### src/rtl/fetch_ctrl.sv
// Instruction fetch sequencer: owns the PC, issues one outstanding fetch at a time over a
// req/gnt/rvalid memory port, and presents each instruction to decode via valid/ready.
package params_pkg;
    parameter int unsigned ADDR_WIDTH  = 8;
    parameter int unsigned INSTR_WIDTH = 32;
    parameter int unsigned MEM_SIZE    = 256;
endpackage

module fetch_ctrl #(
    parameter int unsigned ADDR_WIDTH  = params_pkg::ADDR_WIDTH,
    parameter int unsigned INSTR_WIDTH = params_pkg::INSTR_WIDTH,
    parameter int unsigned MEM_SIZE    = params_pkg::MEM_SIZE,
    parameter int unsigned RESET_PC    = 0
) (
    input  logic                   clk_i,
    input  logic                   rst_ni,
    input  logic                   redirect_i,
    input  logic [ADDR_WIDTH-1:0]  redirect_pc_i,
    output logic                   mem_req_o,
    output logic [ADDR_WIDTH-1:0]  mem_addr_o,
    input  logic                   mem_gnt_i,
    input  logic                   mem_rvalid_i,
    input  logic [INSTR_WIDTH-1:0] mem_rdata_i,
    output logic                   dec_valid_o,
    input  logic                   dec_ready_i,
    output logic [INSTR_WIDTH-1:0] dec_instr_o,
    output logic [ADDR_WIDTH-1:0]  dec_pc_o,
    output logic [ADDR_WIDTH-1:0]  pc_o
);

    localparam logic [ADDR_WIDTH:0]   MemSizeW = (ADDR_WIDTH + 1)'(MEM_SIZE);
    localparam logic [ADDR_WIDTH-1:0] ResetPc  = ADDR_WIDTH'(RESET_PC % MEM_SIZE);

    typedef enum logic [2:0] {
        StIdle,
        StReq,
        StWait,
        StDrop,
        StHold
    } state_e;

    state_e                 state_q, state_d;
    logic [ADDR_WIDTH-1:0]  pc_q, pc_d;
    logic [ADDR_WIDTH-1:0]  req_pc_q, req_pc_d;
    logic                   dec_valid_q, dec_valid_d;
    logic [INSTR_WIDTH-1:0] dec_instr_q, dec_instr_d;
    logic [ADDR_WIDTH-1:0]  dec_pc_q, dec_pc_d;
    logic                   seen_gnt_q, seen_gnt_d;

    logic [ADDR_WIDTH:0]    pc_inc_full;
    logic [ADDR_WIDTH-1:0]  pc_inc;
    logic [ADDR_WIDTH-1:0]  redirect_pc;

    // Extra bit keeps the increment of MEM_SIZE-1 from overflowing before the reduction.
    assign pc_inc_full = {1'b0, req_pc_q} + (ADDR_WIDTH + 1)'(1);
    assign pc_inc      = ADDR_WIDTH'(pc_inc_full % MemSizeW);
    assign redirect_pc = ADDR_WIDTH'({1'b0, redirect_pc_i} % MemSizeW);

    always_comb begin
        state_d     = state_q;
        pc_d        = pc_q;
        req_pc_d    = req_pc_q;
        dec_valid_d = dec_valid_q;
        dec_instr_d = dec_instr_q;
        dec_pc_d    = dec_pc_q;
        seen_gnt_d  = seen_gnt_q;

        unique case (state_q)
            StIdle: begin
                state_d = StReq;
                if (redirect_i) begin
                    pc_d = redirect_pc;
                end
            end
            StReq: begin
                if (mem_gnt_i) begin
                    seen_gnt_d = 1'b1;
                    if (redirect_i) begin
                        pc_d    = redirect_pc;
                        state_d = StDrop;
                    end else begin
                        req_pc_d = pc_q;
                        state_d  = StWait;
                    end
                end else if (redirect_i) begin
                    pc_d = redirect_pc;
                end
            end
            StWait: begin
                if (mem_rvalid_i) begin
                    if (redirect_i) begin
                        pc_d    = redirect_pc;
                        state_d = StReq;
                    end else begin
                        dec_instr_d = mem_rdata_i;
                        dec_pc_d    = req_pc_q;
                        dec_valid_d = 1'b1;
                        pc_d        = pc_inc;
                        state_d     = StHold;
                    end
                end else if (redirect_i) begin
                    pc_d    = redirect_pc;
                    state_d = StDrop;
                end
            end
            StDrop: begin
                dec_valid_d = 1'b0;
                if (redirect_i) begin
                    pc_d = redirect_pc;
                end
                if (mem_rvalid_i) begin
                    state_d = StReq;
                end
            end
            StHold: begin
                if (redirect_i || dec_ready_i) begin
                    dec_valid_d = 1'b0;
                    state_d     = StReq;
                end
                if (redirect_i) begin
                    pc_d = redirect_pc;
                end
            end
            default: begin
                state_d     = StIdle;
                dec_valid_d = 1'b0;
            end
        endcase
    end

    always_ff @(posedge clk_i or negedge rst_ni) begin
        if (!rst_ni) begin
            state_q     <= StIdle;
            pc_q        <= ResetPc;
            req_pc_q    <= '0;
            dec_valid_q <= 1'b0;
            dec_instr_q <= '0;
            dec_pc_q    <= '0;
            seen_gnt_q  <= 1'b0;
        end else begin
            state_q     <= state_d;
            pc_q        <= pc_d;
            req_pc_q    <= req_pc_d;
            dec_valid_q <= dec_valid_d;
            dec_instr_q <= dec_instr_d;
            dec_pc_q    <= dec_pc_d;
            seen_gnt_q  <= seen_gnt_d;
        end
    end

    assign mem_req_o   = (state_q == StReq);
    assign mem_addr_o  = pc_q;
    assign pc_o        = pc_q;
    assign dec_valid_o = dec_valid_q;
    assign dec_instr_o = dec_instr_q;
    assign dec_pc_o    = dec_pc_q;

    // Responses still in flight across a reset land before the first new grant; only
    // responses after that point must line up with WAIT/DROP.
    a_rvalid_expected: assert property (@(posedge clk_i) disable iff (!rst_ni)
        (mem_rvalid_i && seen_gnt_q) |-> (state_q == StWait || state_q == StDrop));

endmodule

### config.mk
export PLATFORM = sky130hd
export DESIGN_NAME = fetch_ctrl
export DESIGN_NICKNAME = d
export VERILOG_FILES = /design/src/rtl/fetch_ctrl.sv
export SDC_FILE = /design/constraint.sdc
export NUM_CORES = 1
export LEC_CHECK = 0
export ABC_AREA = 1
export CAP_MARGIN = 5
export CELL_PAD_IN_SITES_DETAIL_PLACEMENT = 1
export CELL_PAD_IN_SITES_GLOBAL_PLACEMENT = 1
export CORE_MARGIN = 3
export CORE_UTILIZATION = 36
export DETAILED_ROUTE_END_ITERATION = 6
export PLACE_DENSITY = 0.95
export SYNTH_ARGS = -nofsm -noshare
export SYNTH_HDL_FRONTEND = slang
export SYNTH_SLANG_ARGS = --single-unit
export TNS_END_PERCENT = 30
### constraint.sdc
create_clock -name clk_i -period 2.8 [get_ports clk_i]
set_input_delay 0.28 -clock clk_i [delete_from_list [all_inputs] [get_ports clk_i]]
set_output_delay 0.28 -clock clk_i [all_outputs]
set_load 0.02 [all_outputs]
-- Word level (Yosys, flattened, before mapping)
Cells that the tools add are included.
- $add $sub $neg: 1
- equality and inequality tests: 10
- mux-type cells: 16
- bitwise logic cells: 2
- reductions and logical operators: 9
- operators by type and width (kind ; count):
    two-way mux 8 bit ; 3
    two-way mux 3 bit ; 6
    case mux 8 bit (2 select lines) ; 1
    case mux 3 bit (5 select lines) ; 1
    adder 8 x 1 -> 8 bit, second input constant ; 1
    != test 2 bit, second input constant ; 4
    AND reduction 4 bit ; 2
    equality test 3 x 2 -> 1 bit, second input constant ; 2
    AND reduction 3 bit ; 2
    two-way mux 1 bit ; 4
    OR reduction 4 bit ; 1
    equality test 3 x 1 -> 1 bit, second input constant ; 1
    equality test 3 bit, second input constant ; 1
    zero test 3 bit ; 1
    != test 3 bit, second input constant ; 1
    case mux 1 bit (3 select lines) ; 1
    != test 2 x 1 -> 1 bit, second input constant ; 1
    inverter 1 bit ; 2
    nonzero test 2 bit ; 1
    OR reduction 2 bit ; 1
    logical OR 1 bit ; 1
- flip-flop bits (word level): 60
- bits of input ports: 46
- output and inout bits: 58
- logic and storage cells: 44

-- Longest topological paths before layout
Gate-level depths: netlist (run 1).
- word-level depth: 4
- mapped depth: 10
- gate-level depth less buffers: 10

-- Worst setup path before layout (run 1)
No wires, ideal clock.
- path kind: register to register
- start: register state_q[2]
- end: register state_q[1]
- setup time: 0.123 ns
- arrival: 1.225 ns
- data required time: 2.677 ns
- setup slack: 1.452 ns
- cell stages (with the launch flop): 9
- buffers on the path: 0
- period minus slack after synthesis: 1.348 ns
- cell sequence: dfrtp_1 nor2_1 inv_1 nor2_1 nand2_1 nand2_1 nor2_1 nand2_1 nand2_1
- word-level cells in the longest chain between the ends: 3
- elaborated cells on any way between the ends: 11
- those cells by class: eq/ne: 8; mux: 1; reduce/logical: 2
- RTL lines (item ; RTL line ; source):
    start: declaration ; 42 ; state_e state_q, state_d;
    start signal: assignment ; 133 ; state_q <= StIdle;
    start signal: assignment ; 141 ; state_q <= state_d;
    equality test 3 x 1 -> 1 bit * ; n/a ;
    named net mem_req_o ; 19 ; output logic mem_req_o,
    != test 2 x 1 -> 1 bit (no source line) ; n/a ;
    AND reduction 4 bit (no source line) ; n/a ;
The timed path passes the listed nets; every way through them passes the cells marked *.
A chain may end at the register's enable or synchronous reset.

-- Final worst setup path (run 1)
- start: register state_q[2]
- end: output mem_req_o
- word-level cells in the longest chain between the ends: 1
- RTL lines (item ; RTL line ; source):
    equality test 3 x 1 -> 1 bit ; 151 ; assign mem_req_o = (state_q == StReq);
    end: declaration ; 19 ;
No other way between the ends.

==> results of run 1 <==
power by group through the flow:
stage | registers [W] | logic, W | clock network (W)
floorplan | 0.00193 | 0.000992 | 0
global placement | 0.00156 | 0.00230 | 0
detailed placement | 0.00159 | 0.00240 | 0
CTS | 0.00158 | 0.00241 | 0.000757
global route | 0.00164 | 0.00257 | 0.000811
finish | 0.00158 | 0.00237 | 0.000740
final timing paths:
kind / endpoint
setup reg to reg: dec_instr_o[7]
hold reg to reg: dec_instr_o[8]
min in group asynchronous: dec_instr_o[7]
hold / removal: dec_instr_o[8]
max in group asynchronous: dec_pc_o[7]
setup / recovery: mem_req_o
registers in the layout, indices dropped and copies added, names as in the netlist:
signal,count
dec_instr_o,32
dec_pc_o,8
dec_valid_o,1
mem_addr_o,8
req_pc_q,8
state_q,3
worst min-delay path, cell delays in order (launching register included):
cell and delay, ps:
dfrtp_1 340, nand2_1 60, o21ai_2 50
area by class of cell:
type                            instances  share of cell area [%]
Tap cell                              102                    3.02
Clock buffer                           10                    3.26
Sequential cell                        60                    35.6
Inverter                               57                    5.07
Multi-Input combinational cell        198                    26.3
Clock inverter                          3                   0.948
Timing Repair Buffer                  108                    25.8
cell usage in the layout (no fill, tap or decap), types with 5 or more instances in the layout:
| cell | instances |
|---|---|
| nand3_1 | 12 |
| clkbuf_8 | 10 |
| nor2_1 | 21 |
| o21ai_0 | 10 |
| inv_1 | 52 |
| nand2_1 | 82 |
| clkdlybuf4s50_1 | 102 |
| dfrtp_1 | 60 |
| o21ai_2 | 40 |
| a21oi_1 | 12 |
| nand2_2 | 9 |
| inv_2 | 5 |
metrics by stage:
stage / hold WS, ps / power (W) / instance area (um2) / worst slack [ps]
after floorplan: -15.6 / 0.00293 / 2990 / 1450
after global placement: 307 / 0.00386 / 4040 / 983
after detailed placement: 309 / 0.00399 / 4040 / 920
after CTS: 485 / 0.00475 / 4220 / 764
after global routing: 473 / 0.00501 / 4220 / 672
final: 481 / 0.00469 / 4220 / 786
kinds of logic after synthesis:
family | count (synthesis)
adders and majority gates | 1
buffers and inverters | 75
DFF | 60
AOI/OAI and AO/OA | 68
and+or+nand+nor | 129
metal layers:
metal / track usage [%] / up-vias
li1: - / 1223
met3: 5.31 / 11
met1: 20.8 / 1248
met2: 30.7 / 70
met5: 0 / -
met4: 4.64 / 0
==> results by group, run 1 <==
Power
  • Flop pwr share: 33.6%
  • Worst VDD drop: 0.438 mV
  • Clock power frac: 15.8%
  • Psw: 0.00193 W
  • Leak pwr: 2.06 nW
  • Internal power: 0.00276 W
  • Sw Ratio: 41.2%
  • Pwr dens: 1110 mW/mm2
  • Comb power frac: 50.6%

Clock tree
  • CTS Root Cell: clkbuf_8
  • CTS tree: built
  • Clk Latency, worst-skew pair: 330 ps
  • H-tree depth: 3
  • Clk buf depth: 2
  • Post-CTS Hold Fix Bufs: 1
  • Register clock-pin slew on the reported worst setup and hold paths: 70 ps
  • Post-CTS setup buffer count: 0
  • Cts repair resizes: 0
  • CTS buffer count: 9
  • Sinks on Clock Net: 60

Status
  • Outcome: completed

Final layout
  • Final nets: 481
  • Fraction of layout cells with a size suffix above 1: 18.3%
  • Layout area overhead: 41.2%
  • Final std cells w/o fill: 538
  • Fill count: 918
  • Ant diodes: 0
  • Finished Core Util: 53.5%
  • Area occupied by registers: 0.00150 mm2
  • Multi-input combinational cell area: 0.00111 mm2

Timing
  • Final hold vios: 0
  • Min Tclk post-route: 2010 ps
  • Final setup vio count: 0
  • Max-slew violation count: 0
  • Clock skew: 6.09 ps
  • Setup tns final: 0 ps
  • Least-Margin Pin Slew: 563 ps
  • Max frequency: 496 MHz
  • Unrepaired setup endpoints after global routing: no
  • Final worst-path cycle share: 71.9%
  • Max-slew headroom: 62.5%

Synthesis
  • Synthesized area per cell: 8.98 um2
  • Post-Synth Simple-Gate Area: 19.5%
  • Yosys top cell by area: dfrtp_1
  • Predominant post-synthesis flop cell: dfrtp_1
  • Most numerous cell in the Yosys netlist: nand2_1
  • Synth top area share: 50.2%
  • Post-synthesis cell count: 333
  • Xor and xnor area share after synthesis: 0%
  • Post-synthesis sequential area ratio: 50.2%
  • Share of synthesized area spent on multiplexers: 0%
  • Cell Area, Synth: 0.00299 mm2
  • Combinational family with the most area after synthesis: simple AND/OR/NAND/NOR gates
  • Post-Synthesis Net Count: 380
  • Synth Warn #: 0
  • Synth top area cells: dfrtp_1 50%, o21ai_2 12%, nand2_1 10%
  • Adder-Cell Fraction of Synth Area: 0.418%
  • Cell variety after synth: 23
  • Post-synthesis compound-gate area fraction: 17.2%
  • Post-synth ARST share: 100%
  • Number of synthesized register bits: 60
  • Post-synth EDFFs: 0
  • Commonest cells post-synth: 82 x nand2_1, 60 x dfrtp_1, 52 x inv_1

Floorplanning
  • Die ar.: 0.00944 mm2
  • Starting Density: 37.9%
  • Die H: 97.2 um
  • CORE AREA: 0.00789 mm2
  • Die X: 97.2 um
  • Rows: 32
  • Boundary pin count: 104

Worst setup path
  • Dominant delay contributor by cell family on the critical path: buffers and inverters
  • Worst r2r src: state_q[2]
  • Critical path origin: state_q[2]
  • Reg2Reg Setup Slack: 1120 ps
  • CP cell instances: nor2_1 > inv_1 > nor2_1 > clkdlybuf4s50_1
  • CP Capture Type: primary output
  • Slowest stage delay, CP: 630 ps
  • WP depth: 4
  • Critical Path Source Type: flop
  • Most frequent CP cell: nor2_1
  • CP required: 2520 ps
  • Worst path buffer plus inverter count: 2
  • Crit-path slowest cell: clkdlybuf4s50_1
  • R2R depth: 5
  • Crit Path Class: flop to primary output
  • Critical path arrival: 1730 ps
  • CP Max Fanout: 4

Min path
  • Worst Hold Launch: dec_instr_o[8]
  • Hold WC Path Type: flop to flop
  • Hold path cells: 2

Route
  • Final ANT Viol Nets: 0
  • Total Wirelength: 7.92 mm
  • Met3 WL post-DR: 385 um
  • # DRC: 0
  • WL met2: 4.11 mm
  • Drt pass-1 iters: 4
  • Top routing layer used: met4
  • DR vias/cell: 4.74
  • Wirelength per Cell: 14.7 um
  • Met1 WL: 3.32 mm
  • Initial DRC count: 61
  • Vias: 2,552

Global route
  • Largest net degree at the start of global routing: 36
  • Vias in the first global route: 2,811
  • First-pass GRT wire length: 13.5 mm
  • Initial antenna violation count: 0
  • GRT Overall Usage: 17.5%
  • GRT overflow: 0

Placed design
  • GPL Wtd Cong: 0.876
  • IO Port Bufs: 103
  • DP Cell Count: 524
  • HPWL Detailed: 6.17 mm

Run
  • Maxcap violations: 0
Note: power is estimated with default switching activity, not from simulation.
==> run 2, diff against run 1 <==
CORE_UTILIZATION = 33   (was 36)
PLACE_DENSITY = 0.92   (was 0.95)
clock period = 2.1 ns   (was 2.8 ns; I/O delays follow)
==> results by group, run 2 (synthesized netlist as in run 1, its figures left out) <==
Power
  • Sw Ratio: 41.5% (was 41.2%)
  • Psw: 0.00255 W (was 0.00193 W)
  • Internal power: 0.00359 W (was 0.00276 W)
  • Worst VDD drop: 0.553 mV (was 0.438 mV)
  • Comb power frac: 51.3% (was 50.6%)
  • Clock power frac: 14.9% (was 15.8%)
  • Leak pwr: 2.04 nW (was 2.06 nW)
  • Flop pwr share: 33.8% (was 33.6%)
  • Pwr dens: 1470 mW/mm2 (was 1110 mW/mm2)

Floorplanning
  • Die X: 101 um (was 97.2 um)
  • Boundary pin count: 104 (unchanged)
  • Starting Density: 34.1% (was 37.9%)
  • Die H: 101 um (was 97.2 um)
  • CORE AREA: 0.00876 mm2 (was 0.00789 mm2)
  • Die ar.: 0.0102 mm2 (was 0.00944 mm2)
  • Rows: 34 (was 32)

Timing
  • Unrepaired setup endpoints after global routing: no (unchanged)
  • Final setup vio count: 0 (unchanged)
  • Setup tns final: 0 ps (unchanged)
  • Final hold slack: 43.7 ps (was 481 ps)
  • Final worst-path cycle share: 92.4%
  • Final hold vios: 0 (unchanged)
  • Max-slew violation count: 0 (unchanged)
  • Max frequency: 516 MHz
  • Least-Margin Pin Slew: 778 ps (was 563 ps)
  • Min Tclk post-route: 1940 ps
  • Clock skew: 6.62 ps (was 6.09 ps)
  • Max-slew headroom: 48.1% (was 62.5%)
  • Post-route setup slack: 160 ps (was 786 ps)

Worst setup path
  • Critical path arrival: 1730 ps (about the same)
  • Worst r2r src: state_q[1] (was state_q[2])
  • CP Max Fanout: 5 (was 4)
  • Critical path origin: state_q[1] (was state_q[2])
  • Critical Path Source Type: flop (unchanged)
  • Crit Path Class: flop to primary output (unchanged)
  • CP Capture Type: primary output (unchanged)
  • CP required: 1890 ps (was 2520 ps)

Final layout
  • Commonest cells after routing, fill and taps aside: 102 x clkdlybuf4s50_1, 82 x nand2_1, 60 x dfrtp_1 (unchanged)
  • Fill count: 1,024 (was 918)
  • Multi-input combinational cell area: 0.00111 mm2 (unchanged)
  • Post-route cell area: 0.00419 mm2 (was 0.00422 mm2)
  • Area occupied by registers: 0.00150 mm2 (unchanged)
  • Ant diodes: 0 (unchanged)
  • Fraction of layout cells with a size suffix above 1: 18.1% (was 18.3%)
  • Layout area overhead: 40.1% (was 41.2%)
  • Final nets: 479 (was 481)
  • Largest register FFs: 32 (unchanged)
  • Commonest non-fill, non-tap cell in the layout: clkdlybuf4s50_1 (unchanged)
  • Final std cells w/o fill: 544 (was 538)

Route
  • Total Wirelength: 7.87 mm (was 7.92 mm)
  • Top routing layer used: met4 (unchanged)
  • Met3 WL post-DR: 341 um (was 385 um)
  • DR vias/cell: 4.74 (about the same)
  • Final ANT Viol Nets: 0 (unchanged)
  • Drt pass-1 iters: 4 (unchanged)
  • Met1 WL: 3.23 mm (was 3.32 mm)
  • Initial DRC count: 75 (was 61)
  • Wirelength per Cell: 14.5 um (was 14.7 um)
  • # DRC: 0 (unchanged)
  • WL met2: 4.15 mm (was 4.11 mm)
  • Vias: 2,581 (was 2,552)

Clock tree
  • Post-CTS setup buffer count: 0 (unchanged)
  • CTS tree: built (unchanged)
  • CTS buffer count: 9 (unchanged)
  • CTS Root Cell: clkbuf_8 (unchanged)
  • Post-CTS Hold Fix Bufs: 0 (was 1)
  • H-tree depth: 3 (unchanged)
  • Clk buf depth: 2 (unchanged)
  • Sinks on Clock Net: 60 (unchanged)
  • Register clock-pin slew on the reported worst setup and hold paths: 70 ps (about the same)
  • Clk Latency, worst-skew pair: 330 ps (about the same)
  • Cts repair resizes: 0 (unchanged)

Global route
  • Initial antenna violation count: 0 (unchanged)
  • Vias in the first global route: 2,682 (was 2,811)
  • GRT Overall Usage: 16.2% (was 17.5%)
  • Largest net degree at the start of global routing: 83 (was 36)
  • GRT overflow: 0 (unchanged)
  • First-pass GRT wire length: 13.2 mm (was 13.5 mm)

Status
  • Outcome: completed (unchanged)

Run
  • Maxcap violations: 0 (unchanged)

Placed design
  • IO Port Bufs: 103 (unchanged)
  • Placed Area: 0.00402 mm2 (was 0.00404 mm2)
  • DP Cell Count: 529 (was 524)
  • GPL Wtd Cong: 0.887 (was 0.876)
  • Pre-CTS setup slack: 393 ps (was 920 ps)
  • HPWL Detailed: 5.78 mm (was 6.17 mm)

Min path
  • Hold WC Path Type: primary input to asynchronous set/reset pin (was flop to flop)
==> run 2: final timing paths <==
check | end | slack (ps) | cells after the start
max in group asynchronous | dec_instr_o[23] | 1540 | 2
setup reg to reg | dec_instr_o[7] | 600 | 6
setup / recovery | mem_req_o | 160 | 4
hold / removal | mem_addr_o[2] | 40 | 2
min in group clk_i | dec_instr_o[26] | 420 | 3
hold reg to reg | dec_valid_o | 480 | 2
==> run 2: through the flow <==
step / power, W / util [%]
after global routing: 0.00658 / 47.8
after CTS: 0.00625 / 47.8
after detailed placement: 0.00529 / 45.9
final: 0.00614 / 47.8
after global placement: 0.00514 / 45.9
after floorplan: 0.00390 / -
==> run 2: layer usage <==
layer	track usage, %	vias up
li1	-	1221
met1	19.8	1281
met2	28.3	66
met3	2.75	13
met4	6.75	0
met5	0	-
==> run 2: final cells by class <==
cell class              count  area share [%]
clock inverters             2           0.239
flip-flops and latches     60            35.8
well taps                 108            3.22
multi-input cells         198            26.5
repair buffers            106            25.3
inverters                  57            5.10
clock buffers              13            3.79
==> run 2: power groups by stage <==
| stage | registers [W] | logic, W | clock network, W |
|---|---|---|---|
| 2_1_floorplan | 0.00258 | 0.00132 | 0 |
| 4_1_cts | 0.00209 | 0.00320 | 0.000956 |
| 3_5_place_dp | 0.00211 | 0.00319 | 0 |
| 6_report | 0.00208 | 0.00315 | 0.000916 |
| 3_3_place_gp | 0.00206 | 0.00308 | 0 |
| 5_1_grt | 0.00216 | 0.00341 | 0.00101 |
==> run 2: critical path, cell delays in order (launching register included) <==
cell	delay, ps
dfrtp_1	440
nor2_1	120
inv_1	70
nor2_1	130
clkdlybuf4s50_1	630
